## config.mk

```make
export PLATFORM = sky130hd
export DESIGN_NAME = ex_muldiv_unit_flat
export DESIGN_NICKNAME = d
export VERILOG_FILES = /design/src/rtl/ex_muldiv_unit_if.sv /design/src/rtl/ex_muldiv_unit.sv /design/src/flat_wrapper.sv
export SDC_FILE = /design/constraint.sdc
export NUM_CORES = 1
export LEC_CHECK = 0
export ABC_CLOCK_PERIOD_IN_PS = 13000
export CORE_ASPECT_RATIO = 2
export CORE_MARGIN = 2
export CORE_UTILIZATION = 28
export CTS_CLUSTER_DIAMETER = 30
export DETAILED_ROUTE_END_ITERATION = 12
export PLACE_DENSITY = 0.49
export SYNTH_ARGS = -nofsm -noshare
export SYNTH_HDL_FRONTEND = slang
export SYNTH_SLANG_ARGS = --single-unit
```

## constraint.sdc

```tcl
create_clock -name clk -period 13 [get_ports clk]
set_clock_uncertainty 0.15 [all_clocks]
set_input_delay 2.6 -clock clk [delete_from_list [all_inputs] [get_ports clk]]
set_output_delay 2.6 -clock clk [all_outputs]
set_load 0.02 [all_outputs]
```

## src/rtl/ex_muldiv_unit_if.sv

```systemverilog
// Operand/result bundle between the ID/EX pipeline register and the iterative M-extension unit.
// The master side drives the operation; the slave side (the unit) returns stall/busy/done/result.
interface ex_muldiv_unit_if #(
  parameter int XLEN = 32
);
  logic            start_i;
  logic            flush_i;
  logic [2:0]      funct3_i;
  logic [XLEN-1:0] a_i;
  logic [XLEN-1:0] b_i;
  logic            stall_o;
  logic            busy_o;
  logic            done_o;
  logic [XLEN-1:0] result_o;

  modport master (
    output start_i, flush_i, funct3_i, a_i, b_i,
    input  stall_o, busy_o, done_o, result_o
  );

  modport slave (
    input  start_i, flush_i, funct3_i, a_i, b_i,
    output stall_o, busy_o, done_o, result_o
  );
endinterface

```

## src/rtl/ex_muldiv_unit.sv

```systemverilog
// Iterative RV32M multiply/divide: 32-step shift-add multiply and restoring divide on magnitudes,
// with sign fix-up applied on the final step and the corner cases resolved directly from IDLE.
module ex_muldiv_unit #(
  parameter int XLEN  = 32,
  parameter int CNT_W = 5
) (
  input  logic               clk,
  input  logic               reset,
  ex_muldiv_unit_if.slave    bus
);

  typedef enum logic [1:0] {IDLE, RUN, DONE} state_e;

  localparam logic [XLEN-1:0]  MIN_NEG = {1'b1, {(XLEN-1){1'b0}}};
  localparam logic [XLEN-1:0]  ONES    = '1;
  localparam logic [CNT_W-1:0] LAST    = CNT_W'(XLEN - 1);

  state_e          state_q, state_d;
  logic [CNT_W-1:0] cnt_q, cnt_d;
  logic [XLEN-1:0] hi_q, hi_d, lo_q, lo_d, opb_q, opb_d, result_q, result_d;
  logic [2:0]      f3_q, f3_d;
  logic            a_neg_q, a_neg_d, b_neg_q, b_neg_d;

  // One datapath step for each algorithm; {hi, lo} is the product / {remainder, quotient} pair.
  logic [XLEN:0]     mul_sum, div_tmp;
  logic [XLEN-1:0]   mul_hi, mul_lo, div_hi, div_lo, div_sub, quo_fix, rem_fix, final_res;
  logic [2*XLEN-1:0] prod, prod_fix;
  logic              div_ge, signed_a, signed_b, is_div_in;

  always_comb begin
    mul_sum  = {1'b0, hi_q} + (lo_q[0] ? {1'b0, opb_q} : '0);
    mul_hi   = mul_sum[XLEN:1];
    mul_lo   = {mul_sum[0], lo_q[XLEN-1:1]};
    div_tmp  = {hi_q, lo_q[XLEN-1]};
    div_ge   = div_tmp >= {1'b0, opb_q};
    div_sub  = div_tmp[XLEN-1:0] - opb_q;
    div_hi   = div_ge ? div_sub : div_tmp[XLEN-1:0];
    div_lo   = {lo_q[XLEN-2:0], div_ge};
    prod     = {mul_hi, mul_lo};
    prod_fix = (a_neg_q ^ b_neg_q) ? -prod : prod;
    quo_fix  = (a_neg_q ^ b_neg_q) ? -div_lo : div_lo;
    rem_fix  = a_neg_q ? -div_hi : div_hi;
    case (f3_q)
      3'd0:       final_res = prod_fix[XLEN-1:0];
      3'd4, 3'd5: final_res = quo_fix;
      3'd6, 3'd7: final_res = rem_fix;
      default:    final_res = prod_fix[2*XLEN-1:XLEN];
    endcase
  end

  // Sign flags are only raised for signed operands, so unsigned ops skip every fix-up.
  always_comb begin
    signed_a  = (bus.funct3_i inside {3'd0, 3'd1, 3'd2, 3'd4, 3'd6});
    signed_b  = (bus.funct3_i inside {3'd0, 3'd1, 3'd4, 3'd6});
    is_div_in = bus.funct3_i[2];
  end

  always_comb begin
    state_d  = state_q;
    cnt_d    = cnt_q;
    hi_d     = hi_q;
    lo_d     = lo_q;
    opb_d    = opb_q;
    result_d = result_q;
    f3_d     = f3_q;
    a_neg_d  = a_neg_q;
    b_neg_d  = b_neg_q;
    case (state_q)
      IDLE: begin
        if (bus.start_i && !bus.flush_i) begin
          a_neg_d = signed_a & bus.a_i[XLEN-1];
          b_neg_d = signed_b & bus.b_i[XLEN-1];
          f3_d    = bus.funct3_i;
          hi_d    = '0;
          lo_d    = a_neg_d ? -bus.a_i : bus.a_i;
          opb_d   = b_neg_d ? -bus.b_i : bus.b_i;
          cnt_d   = '0;
          if (is_div_in && bus.b_i == '0) begin
            result_d = bus.funct3_i[1] ? bus.a_i : ONES;
            state_d  = DONE;
          end else if (is_div_in && !bus.funct3_i[0] && bus.a_i == MIN_NEG && bus.b_i == ONES) begin
            result_d = bus.funct3_i[1] ? '0 : MIN_NEG;
            state_d  = DONE;
          end else begin
            state_d  = RUN;
          end
        end
      end
      RUN: begin
        hi_d  = f3_q[2] ? div_hi : mul_hi;
        lo_d  = f3_q[2] ? div_lo : mul_lo;
        cnt_d = cnt_q + 1'b1;
        if (cnt_q == LAST) begin
          result_d = final_res;
          state_d  = DONE;
        end
      end
      default: state_d = IDLE;
    endcase
    // A flush abandons whatever is in flight and leaves the last result visible.
    if (bus.flush_i) begin
      state_d  = IDLE;
      result_d = result_q;
    end
  end

  always_ff @(posedge clk or posedge reset) begin
    if (reset) begin
      state_q  <= IDLE;
      cnt_q    <= '0;
      hi_q     <= '0;
      lo_q     <= '0;
      opb_q    <= '0;
      result_q <= '0;
      f3_q     <= '0;
      a_neg_q  <= 1'b0;
      b_neg_q  <= 1'b0;
    end else begin
      state_q  <= state_d;
      cnt_q    <= cnt_d;
      hi_q     <= hi_d;
      lo_q     <= lo_d;
      opb_q    <= opb_d;
      result_q <= result_d;
      f3_q     <= f3_d;
      a_neg_q  <= a_neg_d;
      b_neg_q  <= b_neg_d;
    end
  end

  assign bus.busy_o   = (state_q == RUN);
  assign bus.done_o   = (state_q == DONE);
  assign bus.result_o = result_q;
  assign bus.stall_o  = bus.start_i & ~bus.done_o & ~bus.flush_i;

endmodule

```

## src/flat_wrapper.sv

```systemverilog
// flat-port wrapper written by rule: the top's interface ports become plain ports
module ex_muldiv_unit_flat 
#(
  parameter int XLEN  = 32,
  parameter int CNT_W = 5
)
  (clk, reset, bus_start_i, bus_flush_i, bus_funct3_i, bus_a_i, bus_b_i, bus_stall_o, bus_busy_o, bus_done_o, bus_result_o);
  ex_muldiv_unit_if #(.XLEN(XLEN)) bus_i ();
  input  logic clk;
  input  logic reset;
  input wire logic [$bits(bus_i.start_i)-1:0] bus_start_i;
  input wire logic [$bits(bus_i.flush_i)-1:0] bus_flush_i;
  input wire logic [$bits(bus_i.funct3_i)-1:0] bus_funct3_i;
  input wire logic [$bits(bus_i.a_i)-1:0] bus_a_i;
  input wire logic [$bits(bus_i.b_i)-1:0] bus_b_i;
  output wire logic [$bits(bus_i.stall_o)-1:0] bus_stall_o;
  output wire logic [$bits(bus_i.busy_o)-1:0] bus_busy_o;
  output wire logic [$bits(bus_i.done_o)-1:0] bus_done_o;
  output wire logic [$bits(bus_i.result_o)-1:0] bus_result_o;
  assign bus_i.start_i = bus_start_i;
  assign bus_i.flush_i = bus_flush_i;
  assign bus_i.funct3_i = bus_funct3_i;
  assign bus_i.a_i = bus_a_i;
  assign bus_i.b_i = bus_b_i;
  assign bus_stall_o = bus_i.stall_o;
  assign bus_busy_o = bus_i.busy_o;
  assign bus_done_o = bus_i.done_o;
  assign bus_result_o = bus_i.result_o;
  ex_muldiv_unit #(.XLEN(XLEN), .CNT_W(CNT_W)) u_core (.clk(clk), .reset(reset), .bus(bus_i));
endmodule
```

==> impl_metrics.env, run 1 <==
export IMPL_run_status="completed"
export IMPL_slew_headroom_pct=20.23
export IMPL_yosysMostFrequentCell="o21ai_0"
export IMPL_crit_chain="clkdlybuf4s50_1, nor4_1, nand2b_1, or4_1, nor3_2, and2_0, nor3_1, or4_2, buf_4, nor2_1, buf_4, nand2_1, nor3_1, nor3_1, o21ai_1"
export IMPL_timing_critical_path_slowest_cell_delay_ns=0.92
export IMPL_antenna_left=0
export IMPL_slowest_stage="or4_2"
export IMPL_ctsResizeCount=0
export IMPL_reg2reg_depth=19
export IMPL_vdd_drop_max_mv=0.1218
export IMPL_grt_pass1_vias=17560
export IMPL_syn_to_final_growth_pct=13.76
export IMPL_clkSinkCount=140
export IMPL_power_frac_seq_pct=17.3
export IMPL_drv_slew=0
export IMPL_die_w_um=174.8
export IMPL_drv_cap=0
export IMPL_avgRoutedWirePerCell_um=23.90
export IMPL_p_leak_nw=7.184
export IMPL_antenna_cells=0
export IMPL_synth_commonest_cells="o21ai_0 (256), nand2_1 (239), nor2_1 (224)"
export IMPL_yosys_top_cells_area="dfrtp_1 (21%), o21ai_0 (7.8%), xnor2_1 (6.0%), a21oi_1 (5.8%), ha_1 (5.5%)"
export IMPL_multi_input_area_um2=11960
export IMPL_clock_path_buffers=2
export IMPL_io_buffers=105
export IMPL_cp_common_cell="nor3_1"
export IMPL_async_flop_share_pct=100.0
export IMPL_synth_distinct_cells=94
export IMPL_clk_latency_ns=0.46
export IMPL_post_route_drc_count=0
export IMPL_holdWs_ns=0.3300
export IMPL_seq_area_um2=3507
export IMPL_place_gp_congestion=0.9393
export IMPL_rsz0062_at_grt="no"
export IMPL_period_minus_slack_ns=7.440
export IMPL_gr_usage_all_layers_pct=23.73
export IMPL_dieArea_um2=60400
export IMPL_min_path_cells=2
export IMPL_dr_first_iter_drc_count=1380
export IMPL_synth_cells=2287
export IMPL_clkTransAtPathRegs_ns=0.07
export IMPL_grt_max_degree=79
export IMPL_ctsHoldBuffers=0
export IMPL_internal_power_mw=2.066
export IMPL_synth_top_area_share_pct=21.45
export IMPL_path_class="in2reg"
export IMPL_p_clk_share_pct=11.4
export IMPL_p_comb_share_pct=71.3
export IMPL_io_pins=106
export IMPL_core_um2=57870
export IMPL_synth_edff_count=0
export IMPL_synth_ff_type="dfrtp_1"
export IMPL_end_kind="flop"
export IMPL_syn_num_nets=2432
export IMPL_syn_area_per_cell_um2=7.142
export IMPL_yosysSeqAreaShare_pct=21.45
export IMPL_wl_um=72810
export IMPL_start_util_pct=28.23
export IMPL_crit_path_max_fanout=28
export IMPL_placed_cells=3014
export IMPL_std_cell_rows=125
export IMPL_finalNonFillerCells=3047
export IMPL_viasPerCell=5.694
export IMPL_total_power_mw=4.709
export IMPL_htreeDepth=4
export IMPL_post_cts_buffers=0
export IMPL_grt_overflow=0
export IMPL_cts_tree="built"
export IMPL_worst_slew_pin_slew_ns=1.189
export IMPL_dpl_instance_area_um2=17960
export IMPL_antenna_found_initial=0
export IMPL_setup_tns_ns=0
export IMPL_cts_root_buf="clkbuf_16"
export IMPL_fillers=6316
export IMPL_post_route_cells_drive_above_1_share_pct=4.814
export IMPL_final_nets=2417
export IMPL_period_share_pct=57.23
export IMPL_cts_made_buffers=17
export IMPL_via_count=17350
export IMPL_dp_hpwl_um=57850
export IMPL_cp_arrival_ns=7.67
export IMPL_critPathRequiredTime_ns=13.23
export IMPL_syn_cell_area_um2=16330
export IMPL_swShare_pct=56.12
export IMPL_synth_seq_cells=140
export IMPL_final_area_um2=18580
export IMPL_finalSetupViolCount=0
export IMPL_grt_pass1_wl_um=108700
export IMPL_yosysTopAreaCell="dfrtp_1"
export IMPL_die_y_um=345.6
export IMPL_p_per_area_nw_per_um2=253.4
export IMPL_final_hold_violation_count=0
export IMPL_crit_path_start_kind="primary input"
export IMPL_p_sw_mw=2.642
export IMPL_hp_class="reg2reg"
export IMPL_max_freq_mhz=134.4
export IMPL_first_pass_iters=5
export IMPL_yosys_warnings=0
[flip-flops by register name, summed over array words and instances (netlist names)]
signal	count
u_core.cnt_q	5
u_core.lo_q	32
u_core.bus.result_o	32
u_core.a_neg_q	1
u_core.f3_q	3
u_core.b_neg_q	1
u_core.opb_q	32
u_core.hi_q	32
u_core.state_q	2
[cells by family (layout without fill, tap and decap cells)]
| logic type | count (synthesis) | in the layout | share of synthesized area, % |
|---|---|---|---|
| and+or+nand+nor | 819 | 819 | 23.94 |
| AOI/OAI and AO/OA | 751 | 751 | 28.56 |
| buffers and inverters | 239 | 237 | 5.607 |
| xor gates and xnor gates | 200 | 200 | 10.72 |
| DFF | 140 | 140 | 21.45 |
| adders and majority gates | 74 | 74 | 5.760 |
| muxes | 64 | 64 | 3.968 |
[per-layer routing]
layer  share of wire [%]  global-route usage, %  vias up
met5                   0                      0        -
met4                 7.8                  16.82        0
met3                 3.9                  2.540      181
met2                  51                  43.38      586
met1                  37                  24.99     8309
li1                    -                      -     8275
[worst paths after layout]
kind                                   from  slack (ns)                       to
hold reg to reg            u_core.opb_q[14]        0.33         u_core.opb_q[14]
min in group asynchronous             reset        2.48   u_core.bus.result_o[1]
hold / removal             u_core.opb_q[14]        0.33         u_core.opb_q[14]
setup reg to reg            u_core.hi_q[10]        5.90  u_core.bus.result_o[30]
max in group asynchronous             reset        8.72           u_core.f3_q[2]
setup / recovery                 bus_b_i[3]        5.56  u_core.bus.result_o[30]
[stage by stage]
step,utilization (%),worst slack [ns]
CTS,32.09,5.535
global route,32.11,5.202
floorplan,-,6.497
detailed placement,31.03,5.067
finish,32.11,5.560
global placement,31.03,5.122
[worst max-delay path: cells and delay by family]
family / cells / cell delay, ns
simple gates: 11 / 3.65
buf+inv: 3 / 1.22
compound gates: 1 / 0.14
[placed cells by master, fill, tap and decap left out, types with 30 or more instances in the layout]
cell               n
o21ai_0          256
nand2_1          239
nor2_1           224
a21oi_1          189
dfrtp_1          139
xnor2_1          110
clkdlybuf4s50_1  105
xor2_1            88
nand3_1           79
ha_1              72
nor3_1            71
inv_1             65
mux2i_1           58
o211ai_1          56
a31oi_1           33
o31ai_1           32
nor4_1            31
a211oi_1          30
[power groups by stage]
stage	Clock (mW)	Combinational, mW	Sequential [mW]
2_1_floorplan	0	2.36	0.695
3_3_place_gp	0	3.28	0.815
3_5_place_dp	0	3.30	0.814
4_1_cts	0.548	3.32	0.808
5_1_grt	0.561	3.66	0.835
6_report	0.537	3.36	0.815
[final cells by class]
cell class                 instances  area share [%]
multi-input combinational       1908           64.37
tap                              762           5.131
sequential                       140           18.87
timing repair buffer             135           6.895
clock buffer                      22           2.552
clock inverter                    10          0.7407
inverter                          70           1.441
No activity file was read; power rests on OpenSTA's default activity.
==> run 2, diff against run 1 <==
--- a/config.mk
+++ b/config.mk
@@ -5,13 +5,13 @@
 export SDC_FILE = /design/constraint.sdc
 export NUM_CORES = 1
 export LEC_CHECK = 0
-export ABC_CLOCK_PERIOD_IN_PS = 13000
+export ABC_CLOCK_PERIOD_IN_PS = 6200
 export CORE_ASPECT_RATIO = 2
 export CORE_MARGIN = 2
 export CORE_UTILIZATION = 28
 export CTS_CLUSTER_DIAMETER = 30
 export DETAILED_ROUTE_END_ITERATION = 12
-export PLACE_DENSITY = 0.49
+export PLACE_DENSITY = 0.5
 export SYNTH_ARGS = -nofsm -noshare
 export SYNTH_HDL_FRONTEND = slang
 export SYNTH_SLANG_ARGS = --single-unit
==> constraint.sdc (replaced) <==
create_clock -name clk -period 6.2 [get_ports clk]
set_clock_uncertainty 0.15 [all_clocks]
set_input_delay 1.24 -clock clk [delete_from_list [all_inputs] [get_ports clk]]
set_output_delay 1.24 -clock clk [all_outputs]
set_load 0.02 [all_outputs]
==> run 2 against run 1 <==
  * Design area grew 2.4%
  * Utilization rose by 0.77 points
  * Clock power up 130%
  * Critical path type is now reg2reg
==> impl_metrics.env, run 2 (synthesis gave the netlist of run 1 again) <==
export IMPL_period_minus_slack_ns=5.686
export IMPL_grt_pass1_vias=17830
export IMPL_die_y_um=345.6
export IMPL_ctsResizeCount=0
export IMPL_wl_um=74880
export IMPL_crit_path_max_fanout=9
export IMPL_crit_path_start_kind="flop"
export IMPL_rsz0062_at_grt="no"
export IMPL_die_w_um=174.8
export IMPL_vdd_drop_max_mv=0.2809
export IMPL_cp_arrival_ns=5.94
export IMPL_antenna_left=0
export IMPL_clk_latency_ns=0.48
export IMPL_worst_slew_pin_slew_ns=1.210
export IMPL_core_um2=57870
export IMPL_max_freq_mhz=175.9
export IMPL_clkSinkCount=140
export IMPL_swShare_pct=55.16
export IMPL_mostFrequentLayoutCells="o21ai_0 (256), nand2_1 (239), nor2_1 (224)"
export IMPL_grt_max_degree=88
export IMPL_grt_overflow=0
export IMPL_post_cts_buffers=0
export IMPL_drv_slew=0
export IMPL_layout_commonest_cell="o21ai_0"
export IMPL_grt_pass1_wl_um=111400
export IMPL_start_util_pct=28.23
export IMPL_dp_hpwl_um=60400
export IMPL_io_pins=106
export IMPL_antenna_found_initial=0
export IMPL_p_per_area_nw_per_um2=540.6
export IMPL_fillers=6305
export IMPL_finalSetupViolCount=0
export IMPL_critPathRequiredTime_ns=6.45
export IMPL_dpl_instance_area_um2=18370
export IMPL_hp_class="reg2reg"
export IMPL_final_area_um2=19030
export IMPL_slew_headroom_pct=19.01
export IMPL_setup_tns_ns=0
export IMPL_place_gp_congestion=0.9534
export IMPL_cts_made_buffers=17
export IMPL_post_route_drc_count=0
export IMPL_via_count=17660
export IMPL_p_sw_mw=5.674
export IMPL_run_status="completed"
export IMPL_final_nets=2469
export IMPL_dieArea_um2=60400
export IMPL_p_comb_share_pct=71.5
export IMPL_final_hold_violation_count=0
export IMPL_path_class="reg2reg"
export IMPL_power_frac_seq_pct=16.4
export IMPL_drv_cap=0
export IMPL_p_leak_nw=7.458
export IMPL_internal_power_mw=4.612
export IMPL_clock_path_buffers=2
export IMPL_post_route_cells_drive_above_1_share_pct=6.978
export IMPL_io_buffers=105
export IMPL_dr_first_iter_drc_count=1215
export IMPL_cts_tree="built"
export IMPL_p_clk_share_pct=12.1
export IMPL_std_cell_rows=125
export IMPL_viasPerCell=5.699
export IMPL_htreeDepth=4
export IMPL_end_kind="flop"
export IMPL_period_share_pct=91.71
export IMPL_ctsHoldBuffers=0
export IMPL_gr_usage_all_layers_pct=24.48
export IMPL_syn_to_final_growth_pct=16.50
export IMPL_antenna_cells=0
export IMPL_clkTransAtPathRegs_ns=0.06
export IMPL_avgRoutedWirePerCell_um=24.17
export IMPL_cts_root_buf="clkbuf_16"
export IMPL_first_pass_iters=5
-- run 2: final cells by class --
class,instances,area (um^2),area share [%]
multi-input cells,1908,11960,62.85
flip-flops and latches,140,3507,18.43
repair buffers,187,1679,8.824
well taps,762,953.4,5.010
clock buffers,19,442.9,2.328
inverters,70,267.8,1.407
clock inverters,12,219.0,1.151
-- run 2: stage by stage --
stage / std cells / power (mW) / worst slack [ns] / utilization, % / hold WS (ns)
2_1_floorplan: 2287 / 6.410 / 1.057 / - / 0.2998
3_3_place_gp: 3067 / 8.886 / 0.4976 / 31.74 / 0.3145
4_1_cts: 3098 / 10.22 / 0.5040 / 32.88 / 0.3348
3_5_place_dp: 3067 / 8.930 / 0.4902 / 31.74 / 0.3205
6_report: 3098 / 10.29 / 0.5137 / 32.88 / 0.3280
5_1_grt: 3098 / 10.99 / 0.006770 / 32.88 / 0.3604
-- run 2: path summary, 6_finish.rpt --
kind,start,endpoint,slack (ns),cells past startpoint
min,u_core.opb_q[25],u_core.opb_q[25],0.33,2
min in group asynchronous,reset,u_core.bus.result_o[29],1.18,2
max in group asynchronous,reset,u_core.hi_q[8],3.83,3
min reg2reg,u_core.opb_q[25],u_core.opb_q[25],0.33,2
max reg2reg,u_core.hi_q[3],u_core.bus.result_o[30],0.51,21
max,u_core.hi_q[3],u_core.bus.result_o[30],0.51,21
-- run 2: worst max-delay path, cell delays in order, from the launching register on --
cell and delay, ns:
dfrtp_1 0.48, ha_1 0.64, o211a_1 0.24, a21boi_0 0.40
o2111a_1 0.39, o31ai_2 0.13, nand2_1 0.22, clkinv_1 0.14
mux2i_1 0.23, ha_1 0.22, o311ai_0 0.14, nor4b_1 0.42
buf_4 0.19, nor2_1 0.05, a2111oi_4 0.29, buf_4 0.20
o2111ai_1 0.18, nor4_1 0.28, buf_4 0.18, nor4b_1 0.23
nor3_1 0.09, o21ai_1 0.13
-- run 2: power by group through the flow --
stage / logic (mW) / registers, mW / clock network, mW
finish: 7.36 / 1.68 / 1.25
global route: 7.97 / 1.72 / 1.30
CTS: 7.28 / 1.67 / 1.27
detailed placement: 7.24 / 1.68 / 0
global placement: 7.20 / 1.68 / 0
floorplan: 4.95 / 1.46 / 0
-- run 2: layer usage --
metal / track usage [%] / wire length, um
met3: 2.364 / 2613
met5: 0 / 0
met2: 45.93 / 39550
met1: 24.70 / 26680
met4: 17.99 / 6028
